===== config.mk =====
export PLATFORM = sky130hd
export DESIGN_NAME = otter_hazard_ctrl
export DESIGN_NICKNAME = d
export VERILOG_FILES = /design/src/rtl/otter_pkg.sv /design/src/rtl/otter_fwd_sel.sv /design/src/rtl/otter_hazard_ctrl.sv
export SDC_FILE = /design/constraint.sdc
export NUM_CORES = 1
export LEC_CHECK = 0
export BUFFER_PORTS_ARGS = -buffer_cell sky130_fd_sc_hd__clkbuf_2
export CORE_ASPECT_RATIO = 1.25
export CORE_MARGIN = 2
export CORE_UTILIZATION = 30
export CTS_CLUSTER_DIAMETER = 150
export DETAILED_ROUTE_END_ITERATION = 8
export PLACE_DENSITY = 0.7
export SYNTH_ARGS = -nofsm -noshare
export SYNTH_HDL_FRONTEND = slang
export SYNTH_SLANG_ARGS = --single-unit

===== constraint.sdc =====
create_clock -name CLK -period 2 [get_ports CLK]
set_input_delay 0.4 -clock CLK [delete_from_list [all_inputs] [get_ports CLK]]
set_output_delay 0.4 -clock CLK [all_outputs]
set_load 0.02 [all_outputs]

===== src/rtl/otter_pkg.sv =====
// Shared types for the OTTER pipelined MCU: hazard FSM states, forward selects, opcodes.
package otter_pkg;

    localparam int unsigned REG_W = 5;

    typedef enum logic [1:0] {
        HZ_RUN      = 2'b00,
        HZ_LU_STALL = 2'b01,
        HZ_SQUASH   = 2'b10,
        HZ_MEM_WAIT = 2'b11
    } hz_state_t;

    typedef enum logic [1:0] {
        FWD_WB    = 2'b00,
        FWD_EXMEM = 2'b01,
        FWD_RF    = 2'b10
    } fwd_sel_t;

    typedef enum logic [6:0] {
        OP_LUI    = 7'b0110111,
        OP_AUIPC  = 7'b0010111,
        OP_JAL    = 7'b1101111,
        OP_JALR   = 7'b1100111,
        OP_BRANCH = 7'b1100011,
        OP_LOAD   = 7'b0000011,
        OP_STORE  = 7'b0100011,
        OP_IMM    = 7'b0010011,
        OP_REG    = 7'b0110011
    } opcode_t;

    // A decode source depends on rd only if the instruction actually reads it.
    function automatic logic hz_src_match(input logic used, input logic [REG_W-1:0] rs,
                                          input logic [REG_W-1:0] rd);
        return used && (rs == rd);
    endfunction

endpackage


===== src/rtl/otter_fwd_sel.sv =====
// Operand forward select for one EX source: EX/MEM beats WB, x0 is never forwarded.
module otter_fwd_sel
    import otter_pkg::*;
(
    input  logic [REG_W-1:0] ex_rs,
    input  logic [REG_W-1:0] mem_rd,
    input  logic             mem_regwrite,
    input  logic [REG_W-1:0] wb_rd,
    input  logic             wb_regwrite,
    output fwd_sel_t         fwd_c
);

    always_comb begin
        fwd_c = FWD_RF;
        if (mem_regwrite && (mem_rd != '0) && (mem_rd == ex_rs)) begin
            fwd_c = FWD_EXMEM;
        end else if (wb_regwrite && (wb_rd != '0) && (wb_rd == ex_rs)) begin
            fwd_c = FWD_WB;
        end
    end

endmodule


===== src/rtl/otter_hazard_ctrl.sv =====
// Hazard controller for the 5-stage OTTER pipeline: load-use stall, redirect squash,
// dmem wait freeze and forwarding. Perf counters are built only with OTTER_HZ_PERF_EN.
module otter_hazard_ctrl
    import otter_pkg::*;
#(
    parameter int unsigned LOAD_LAT    = 1,
    parameter int unsigned FLUSH_DEPTH = 2
`ifdef OTTER_HZ_PERF_EN
    ,
    parameter int unsigned CNT_W       = 16
`endif
) (
    input  logic             CLK,
    input  logic             RESET_N,
    input  logic [REG_W-1:0] de_rs1,
    input  logic [REG_W-1:0] de_rs2,
    input  logic             de_rs1_used,
    input  logic             de_rs2_used,
    input  logic [REG_W-1:0] ex_rs1,
    input  logic [REG_W-1:0] ex_rs2,
    input  logic [REG_W-1:0] ex_rd,
    input  logic             ex_regwrite,
    input  logic             ex_memread,
    input  logic [REG_W-1:0] mem_rd,
    input  logic             mem_regwrite,
    input  logic [REG_W-1:0] wb_rd,
    input  logic             wb_regwrite,
    input  logic             redirect,
    input  logic             dmem_ready,
    output logic             pc_we,
    output logic             if_de_we,
    output logic             de_ex_we,
    output logic             ex_mem_we,
    output logic             de_ex_bubble,
    output logic             de_squash,
    output logic [1:0]       fwd_a,
    output logic [1:0]       fwd_b
`ifdef OTTER_HZ_PERF_EN
    ,
    output logic [CNT_W-1:0] stall_cnt,
    output logic [CNT_W-1:0] flush_cnt
`endif
);

    localparam logic [1:0] ST_RUN      = 2'(HZ_RUN);
    localparam logic [1:0] ST_LU_STALL = 2'(HZ_LU_STALL);
    localparam logic [1:0] ST_SQUASH   = 2'(HZ_SQUASH);
    localparam logic [1:0] ST_MEM_WAIT = 2'(HZ_MEM_WAIT);

    localparam logic [2:0] LU_RELOAD = 3'(LOAD_LAT - 1);
    localparam logic [2:0] FL_RELOAD = 3'(FLUSH_DEPTH - 1);

    logic [1:0] state_q, state_d;
    logic [1:0] ret_q, ret_d;
    logic [2:0] cnt_q, cnt_d;
    logic [1:0] eff_state;
    logic       lu;
    logic       redirect_acc;
    fwd_sel_t   fwd_a_c, fwd_b_c;

    otter_fwd_sel u_fwd_a (
        .ex_rs        (ex_rs1),
        .mem_rd       (mem_rd),
        .mem_regwrite (mem_regwrite),
        .wb_rd        (wb_rd),
        .wb_regwrite  (wb_regwrite),
        .fwd_c        (fwd_a_c)
    );

    otter_fwd_sel u_fwd_b (
        .ex_rs        (ex_rs2),
        .mem_rd       (mem_rd),
        .mem_regwrite (mem_regwrite),
        .wb_rd        (wb_rd),
        .wb_regwrite  (wb_regwrite),
        .fwd_c        (fwd_b_c)
    );

    // A load that writes a nonzero rd read by the decode instruction forces a stall.
    assign lu = ex_memread && ex_regwrite && (ex_rd != '0) &&
                (hz_src_match(de_rs1_used, de_rs1, ex_rd) ||
                 hz_src_match(de_rs2_used, de_rs2, ex_rd));

    // MEM_WAIT behaves as the state it interrupted once memory is ready again.
    assign eff_state = (state_q == ST_MEM_WAIT) ? ret_q : state_q;

    always_comb begin
        state_d      = state_q;
        ret_d        = ret_q;
        cnt_d        = cnt_q;
        redirect_acc = 1'b0;
        pc_we        = 1'b1;
        if_de_we     = 1'b1;
        de_ex_we     = 1'b1;
        ex_mem_we    = 1'b1;
        de_ex_bubble = 1'b0;
        de_squash    = 1'b0;
        fwd_a        = fwd_a_c;
        fwd_b        = fwd_b_c;

        if (redirect) begin
            redirect_acc = 1'b1;
            de_squash    = 1'b1;
            de_ex_bubble = 1'b1;
            state_d      = (FL_RELOAD == 3'd0) ? ST_RUN : ST_SQUASH;
            cnt_d        = FL_RELOAD;
        end else if (eff_state == ST_SQUASH) begin
            de_squash    = 1'b1;
            de_ex_bubble = 1'b1;
            state_d      = (cnt_q <= 3'd1) ? ST_RUN : ST_SQUASH;
            cnt_d        = (cnt_q <= 3'd1) ? 3'd0 : cnt_q - 3'd1;
        end else if (eff_state == ST_LU_STALL) begin
            pc_we        = 1'b0;
            if_de_we     = 1'b0;
            de_ex_bubble = 1'b1;
            state_d      = (cnt_q <= 3'd1) ? ST_RUN : ST_LU_STALL;
            cnt_d        = (cnt_q <= 3'd1) ? 3'd0 : cnt_q - 3'd1;
        end else if (lu) begin
            pc_we        = 1'b0;
            if_de_we     = 1'b0;
            de_ex_bubble = 1'b1;
            state_d      = (LU_RELOAD == 3'd0) ? ST_RUN : ST_LU_STALL;
            cnt_d        = LU_RELOAD;
        end else begin
            state_d      = ST_RUN;
        end

        // Memory wait freezes everything and parks the interrupted state.
        if (!dmem_ready) begin
            pc_we        = 1'b0;
            if_de_we     = 1'b0;
            de_ex_we     = 1'b0;
            ex_mem_we    = 1'b0;
            redirect_acc = 1'b0;
            state_d      = ST_MEM_WAIT;
            ret_d        = eff_state;
            cnt_d        = cnt_q;
        end

        if (!RESET_N) begin
            pc_we        = 1'b0;
            if_de_we     = 1'b0;
            de_ex_we     = 1'b0;
            ex_mem_we    = 1'b0;
            de_ex_bubble = 1'b1;
            de_squash    = 1'b1;
            fwd_a        = FWD_RF;
            fwd_b        = FWD_RF;
        end
    end

    always_ff @(posedge CLK or negedge RESET_N) begin
        if (!RESET_N) begin
            state_q <= ST_RUN;
            ret_q   <= ST_RUN;
            cnt_q   <= 3'd0;
        end else begin
            state_q <= state_d;
            ret_q   <= ret_d;
            cnt_q   <= cnt_d;
        end
    end

`ifdef OTTER_HZ_PERF_EN
    logic [CNT_W-1:0] stall_q, stall_d;
    logic [CNT_W-1:0] flush_q, flush_d;

    // Saturating event counters.
    always_comb begin
        stall_d = stall_q;
        flush_d = flush_q;
        if (!pc_we && (stall_q != '1)) begin
            stall_d = stall_q + CNT_W'(1);
        end
        if (redirect_acc && (flush_q != '1)) begin
            flush_d = flush_q + CNT_W'(1);
        end
    end

    always_ff @(posedge CLK or negedge RESET_N) begin
        if (!RESET_N) begin
            stall_q <= '0;
            flush_q <= '0;
        end else begin
            stall_q <= stall_d;
            flush_q <= flush_d;
        end
    end

    assign stall_cnt = stall_q;
    assign flush_cnt = flush_q;
`else
    logic unused_acc;
    assign unused_acc = redirect_acc;
`endif

endmodule


Word level (Yosys, flattened, before mapping). Cells that the tools add are included.

Register bits: 7. Output and inout port bits: 10. Bits in latches: 0. Bits in writable memories: 0. Input port bits: 45. Memories: 0. ROM bits: 0.

Equality and inequality tests: 9. Div/mod/pow operators: 0. Reduce and logical (&&, ||, !) cells: 17. Order comparisons: 1. Multipliers: 0. Shifts and indexed selects: 0. Multiplexer cells: 34. $add $sub $neg: 1. Bitwise operators: 0.

Operators by type and width (number): 5-bit equality test (6); 2-bit 2-to-1 mux (11); 1-bit 2-to-1 mux (18); 3-bit 2-to-1 mux (5); 5-bit nonzero test (3); 1-bit logical AND (11); 2-bit equality test, second input constant (2); 4-bit nonzero test (1); 3-bit by 1-bit less-or-equal comparator with 1-bit output, second input constant (1); 3-bit by 1-bit subtractor with 3-bit output, second input constant (1); 2-bit by 1-bit equality test with 1-bit output, second input constant (1); 2-bit AND reduction (1); 1-bit logical OR (1).

Logic depth before layout (Yosys ltp). Gate-level depths: netlist of the first run.

Depth after elaboration: 10. Depth in mapped cells: 9.

By module. Synthesis of the first run repeated with hierarchy kept, for this count alone.

Cells, all modules: 113. Area total of the unflattened synthesis: 963.4 µm².

Modules (own cells, without submodules): otter_hazard_ctrl (area an instance 653.1 µm², times used 1, seq. area each 175.2 µm², cells an instance 75); otter_fwd_sel (area an instance 155.1 µm², times used 2, seq. area each 0.0 µm², cells an instance 19).

Worst setup path after synthesis of the first run. Ideal clock, no wire load.

Path type: in2out. Start: input port ex_rd[0]. End: output port pc_we. Stages: 5. Slack: -145 ps. Data arrival time: 1745 ps. Path through: or3_1 > o311a_4 > a21oi_1 > o31a_1 > buf_4.

Word-level cells in the longest chain between the ends: 10. Elaborated cells between the ends (all ways): 14. Those cells by class: 2 x eq/ne; 6 x mux; 6 x reduce/logical.

Ends and longest elaborated chain: from (decl) (line otter_hazard_ctrl.sv:21) `input logic [REG_W-1:0] ex_rd,`; 5-bit equality test (line otter_pkg.sv:34) `return used && (rs == rd);`; 1-bit logical AND (line otter_pkg.sv:34); 1-bit logical OR (line otter_hazard_ctrl.sv:81) `(hz_src_match(de_rs1_used, de_rs1, ex_rd) ||`; 1-bit logical AND * (line otter_hazard_ctrl.sv:80) `assign lu = ex_memread && ex_regwrite && (ex_rd != '0) &&`; 1-bit 2-to-1 mux * (6 in a row); to (decl) (line otter_hazard_ctrl.sv:30) `output logic pc_we,`.

Mark *: on every way between the ends. The rest lies on a longest branch, timed or not.

Final worst setup path of the first run.
Start: input port mem_rd[4]. End: output port fwd_b[1].

Word-level cells in the longest chain between the ends: 5. Elaborated cells between the ends (all ways): 6. Those cells by class: 1 x eq/ne; 2 x mux; 3 x reduce/logical.

Ends and longest elaborated chain: from (decl) (line otter_hazard_ctrl.sv:24) `input logic [REG_W-1:0] mem_rd,`; 5-bit nonzero test (line otter_fwd_sel.sv:15) `if (mem_regwrite && (mem_rd != '0) && (mem_rd == ex_rs)) begin`; 1-bit logical AND (line otter_fwd_sel.sv:15); 1-bit logical AND * (line otter_fwd_sel.sv:15); 2-bit 2-to-1 mux * (line otter_fwd_sel.sv:15); 2-bit 2-to-1 mux * (line otter_hazard_ctrl.sv:140) `if (!RESET_N) begin`; to (decl) (line otter_hazard_ctrl.sv:37) `output logic [1:0] fwd_b`.

Marks and branches as above.

==> impl_metrics.yaml, run 1 <==
status:
  outcome: "complete, but fails checks"
  violations: "negative setup slack"
timing:
  final.setup.tns_ns: -0.751
  fmax_mhz: 460
  skew_ns: 0.000641
  setup_ws_ns: -0.176
  fin_crit_ns: 2.18
  slew_headroom: 0.747
  rsz0062_at_grt: "true"
  worst_pin_slew_ns: 0.378
  drv_slew: 0
  finalHoldViolations: 0
  setup_viol: 6
  final.period_utilization: 1.09
floorplan:
  start_util: 0.319
  io_pins: 55
  die_area_um2: 3630
  fp.dieH_um: 66.9
  row_count: 22
  dieWidth_um: 54.3
  core_area_um2: 2970
detailed_routing:
  ant_nets: 0
  drtIter0Drc: 13
  totalWireLength_um: 3050
  drt-met1-wl_um: 1040
  highest_layer: "met4"
  vias_per_cell: 4.99
  met3_length_um: 236
  routedWlPerCell_um: 13.2
  via_count: 1157
  drc: 0
  wl_met2_um: 1720
  drt_first_pass_iters: 4
yosys:
  synth_seq_cells: 7
  syn_avg_cell_area_um2: 8.11
  yosys_warnings: 0
  synth_common_cells: "20 x xnor2_1, 10 x nand2_1, 10 x xor2_1"
  synth.yosys.seq_area_share: 0.185
  synthTopCellsByArea: "dfrtp_1 18%, xnor2_1 18%, xor2_1 9.2%"
  synth_most_common_cell: "xnor2_1"
  synthArstFlopShare: 1.00
  synth_top_area_cell: "dfrtp_1"
  synth_cell_types: 36
  netlist_area_um2: 948
  synth_edf_count: 0
  synth_cells: 117
  synth_flop_cell: "dfrtp_1"
  syn_nets: 166
  synth_top_area_frac: 0.185
final_layout:
  antenna_cells: 0
  nNetsFinal: 246
  multi_input_area_um2: 840
  fill_cells: 284
  drive_gt1_frac: 0.520
  seqCellArea_um2: 175
  utilization: 0.552
  area_growth_pct: 73.0
worst_setup_path:
  crit_path_end_kind: "primary output"
  crit_path_cell_trace: "buf_6, or4_4, o211ai_1, nor4_2, a41oi_2, clkbuf_8"
  timing.rr.start: "ret_q[1]"
  crit_path_start: "mem_rd[4]"
  crit_fanout: 2
  required_ns: 1.60
  cp_slowest_stage_delay_ns: 0.51
  r2r_slack_ns: 0.16
  start_kind: "primary input"
  critPathArrivalTime_ns: 1.78
  crit_family: "simple AND/OR/NAND/NOR gates"
  path_class: "primary input to primary output"
  worst_path_max_delay_cell: "or4_4"
  crit_buf_inv: 2
power:
  leakage_nw: 0.742
  ir_worst_vdd_v: 0.000327
  finalPower_w: 0.000921
  cellPowerDensity_nw_per_um2: 562
clocking:
  htree_levels: 1
  numClockSinks: 7
  clockBufferDepth: 2
  cts-buffers-inserted: 3
  clockRootBuffer: "clkbuf_4"
  clk_pin_slew_worst_paths_ns: 0.05
  clock_latency_ns: 0.24
  cts_tree: "yes"
grt:
  antenna_found_initial: 0
  grt_pass1_vias: 1131
  grt_usage: 0.163
  grt_pass1_wl_um: 4370
  grt_max_degree: 13
  overflow: 0
placement:
  place_hpwl_um: 2440
  gp_congestion: 0.861
  port_buffers: 54
min_path:
  hold_class: "primary input to async pin"
run:
  drv_cap: 0
==> report_power, final <==
part,internal (W),switching [W]
combinational,0.000292,0.000291
sequential,0.000179,0.0000361
clock,0.0000758,0.0000468
==> metrics by stage <==
stage                     area (um^2)  hold WS, ns  std cells  setup WS (ns)
final                            1640        0.102        232         -0.176
after global routing             1640        0.109        232         -0.216
after CTS                        1530       0.0920        231         -0.142
after detailed placement         1430        0.356        225         -0.142
after global placement           1430        0.357        225         -0.110
after floorplan                   977        0.104        117         -0.117
==> layer usage <==
| metal | up-vias | GRT usage |
|---|---|---|
| met2 | 54 | 0.351 |
| met3 | 6 | 0.0179 |
| met1 | 519 | 0.147 |
| li1 | 578 | - |
| met4 | 0 | 0.0375 |
| met5 | - | 0 |
==> flip-flops by register name, indices dropped and copies added (netlist names) <==
signal / flops
state_q: 2
cnt_q: 3
ret_q: 2
==> placed cells by master (no fill, tap or decap), types with 2 or more instances in the layout <==
cell,n
clkbuf_2,43
buf_4,24
xnor2_1,20
nand2_1,10
xor2_1,10
buf_6,8
dfrtp_1,7
inv_1,6
nor2_1,6
o21ai_0,5
o211ai_1,4
nand4_1,3
nor2b_1,3
clkbuf_4,3
o21ai_2,2
nand3_1,2
nor4_2,2
nor3_1,2
a41oi_2,2
or3_4,2
o221ai_1,2
mux2i_1,2
ha_1,2
clkbuf_8,2
==> path summary, 6_finish.rpt <==
path | endpoint | cells after the start
setup / recovery | fwd_b[1] | 6
hold / removal | cnt_q[2] | 2
setup reg to reg | cnt_q[1] | 8
hold reg to reg | ret_q[0] | 2
max in group asynchronous | ret_q[0] | 2
min in group CLK | ret_q[0] | 2
==> worst reg2reg max path: stages, from the launching register on <==
cell	delay, ns
dfrtp_1	0.39
o21ai_2	0.17
inv_1	0.06
ha_2	0.19
buf_4	0.14
o21bai_4	0.14
a2111oi_2	0.07
and4_4	0.20
or3_4	0.35
==> cell families after synthesis <==
kind of cell,Yosys count,synth area share
simple gates,39,0.214
xor+xnor,30,0.277
compound gates,24,0.191
buf+inv,10,0.0475
flops,7,0.185
fa+ha+maj,4,0.0528
mux,3,0.0330
==> cell type report <==
| type | instances | area share |
|---|---|---|
| flip-flops and latches | 7 | 0.107 |
| repair buffers | 78 | 0.322 |
| multi-input cells | 100 | 0.512 |
| inverters | 7 | 0.0160 |
| well taps | 36 | 0.0275 |
| clock buffers | 4 | 0.0160 |
==> what timing repair did <==
| item | 4_1_cts | 5_1_grt |
|---|---|---|
| endpoints found under the setup margin | 8 | 9 |
| resized for setup | 16 | 32 |
| pin swaps | 2 | 7 |
| hold buffers | 0 | 0 |
| setup buffers | 2 | 2 |
(Power assumes the default switching activity.)
==> inputs of run 2 (changes only) <==
CELL_PAD_IN_SITES_DETAIL_PLACEMENT = 0   (was default)
CELL_PAD_IN_SITES_GLOBAL_PLACEMENT = 1   (was default)
PLACE_DENSITY = 0.92   (was 0.7)
==> impl_metrics.yaml, run 2 (synthesized netlist as in run 1, its figures left out) <==
clocking:
  clockRootBuffer: "clkbuf_4"
  cts-buffers-inserted: 3
  clock_latency_ns: 0.25
  clk_pin_slew_worst_paths_ns: 0.06
  cts_hold_buf: 0
  htree_levels: 1
  clockBufferDepth: 2
  numClockSinks: 7
  cts_tree: "yes"
grt:
  grt_usage: 0.171
  grt_pass1_wl_um: 4510
  grt_max_degree: 12
  antenna_found_initial: 0
  grt_pass1_vias: 1123
  overflow: 0
power:
  cellPowerDensity_nw_per_um2: 559
  ir_worst_vdd_v: 0.000294
  leakage_nw: 0.737
  finalPower_w: 0.000893
final_layout:
  reg.largest.list: "cnt_q x3, ret_q x2, state_q x2"
  nNetsFinal: 245
  mostFrequentLayoutCells: "44 x clkbuf_2, 25 x buf_4, 19 x xnor2_1"
  antenna_cells: 0
  drive_gt1_frac: 0.497
  regMostFlops: "cnt_q"
  fill_cells: 286
  largest_register_ff_count: 3
  final_common_cell: "clkbuf_2"
  area_growth_pct: 68.3
  stdcell_count: 231
status:
  outcome: "complete, but fails checks"
  violations: "negative setup slack"
worst_setup_path:
  timing.rr.start: "ret_q[0]"
  r2r_slack_ns: 0.16
  crit_buf_inv: 2
  crit_family: "compound AO/OA/AOI/OAI gates"
  critPathArrivalTime_ns: 1.70
  path_class: "primary input to primary output"
  crit_fanout: 3
  reg2reg_depth: 8
  required_ns: 1.60
  worst_path_max_delay_cell: "or3_4"
  start_kind: "primary input"
  r2r-end: "cnt_q[1]"
  crit_path_end_kind: "primary output"
  cp_slowest_stage_delay_ns: 0.38
  crit_path_cell_trace: "buf_6, or3_4, o311a_4, a21oi_4, o31a_1, clkbuf_8"
floorplan:
  core_area_um2: 2970
  dieWidth_um: 54.3
  start_util: 0.319
  fp.dieH_um: 66.9
  io_pins: 55
  die_area_um2: 3630
  row_count: 22
detailed_routing:
  drtIter0Drc: 6
  vias_per_cell: 4.84
  drt_first_pass_iters: 4
  routedWlPerCell_um: 12.3
  via_count: 1117
  totalWireLength_um: 2840
  drc: 0
  ant_nets: 0
placement:
  place_inst: 225
  detailedPlace.worstSlack_ns: -0.125
  port_buffers: 54
  gp_congestion: 0.828
  place_hpwl_um: 2510
timing:
  drv_slew: 0
  setup_ws_ns: -0.0950
  fin_crit_ns: 2.10
  slew_headroom: 0.754
  skew_ns: 0.00810
  fmax_mhz: 477
  worst_pin_slew_ns: 0.368
  setup_viol: 5
  finalHoldViolations: 0
  final.setup.tns_ns: -0.392
  whs_ns: 0.0847
  final.period_utilization: 1.05
  rsz0062_at_grt: "true"
min_path:
  hold_class: "primary input to async pin"
run:
  drv_cap: 0
## run 2: worst max path at each step
stage | start | to | slack [ns] | cells after the start
final | ex_rd[0] | pc_we | -0.1 | 6
after detailed placement | ex_rd[0] | pc_we | -0.13 | 6
after global placement | mem_rd[0] | fwd_a[1] | -0.11 | 6
after CTS | ex_rd[0] | if_de_we | -0.11 | 6
after floorplan | ex_rd[0] | pc_we | -0.12 | 5
after global routing | ex_rd[4] | if_de_we | -0.16 | 7
## run 2: timing repair
action                                  in CTS  in global routing
pin swaps                                    3                  5
gates resized for setup                     14                 26
buffers inserted                             1                  2
endpoints found under the setup margin       8                  8
## run 2: area by class of cell
class,instances,area [um^2],share of cell area
clock buffer,4,26.3,0.0165
sequential,7,175,0.110
timing repair buffer,77,503,0.315
inverter,7,26.3,0.0165
multi-input combinational,100,821,0.514
tap,36,45.0,0.0282
## run 2: power breakdown
| group | internal [W] | switching, W | leakage [nW] |
|---|---|---|---|
| Clock | 0.0000763 | 0.0000547 | 0.0150 |
| Combinational | 0.000274 | 0.000271 | 0.636 |
| Sequential | 0.000179 | 0.0000380 | 0.0854 |
## run 2: per-stage QoR
stage,area [um^2],utilization
finish,1600,0.537
global route,1600,0.537
CTS,1510,0.506
detailed placement,1430,0.480
global placement,1430,0.480
floorplan,977,-
## run 2: metal layers
| layer | GRT usage | share of wire |
|---|---|---|
| met1 | 0.163 | 0.36 |
| met2 | 0.340 | 0.55 |
| met3 | 0.0336 | 0.083 |
| met4 | 0.0563 | 0.0053 |
| met5 | 0 | 0 |
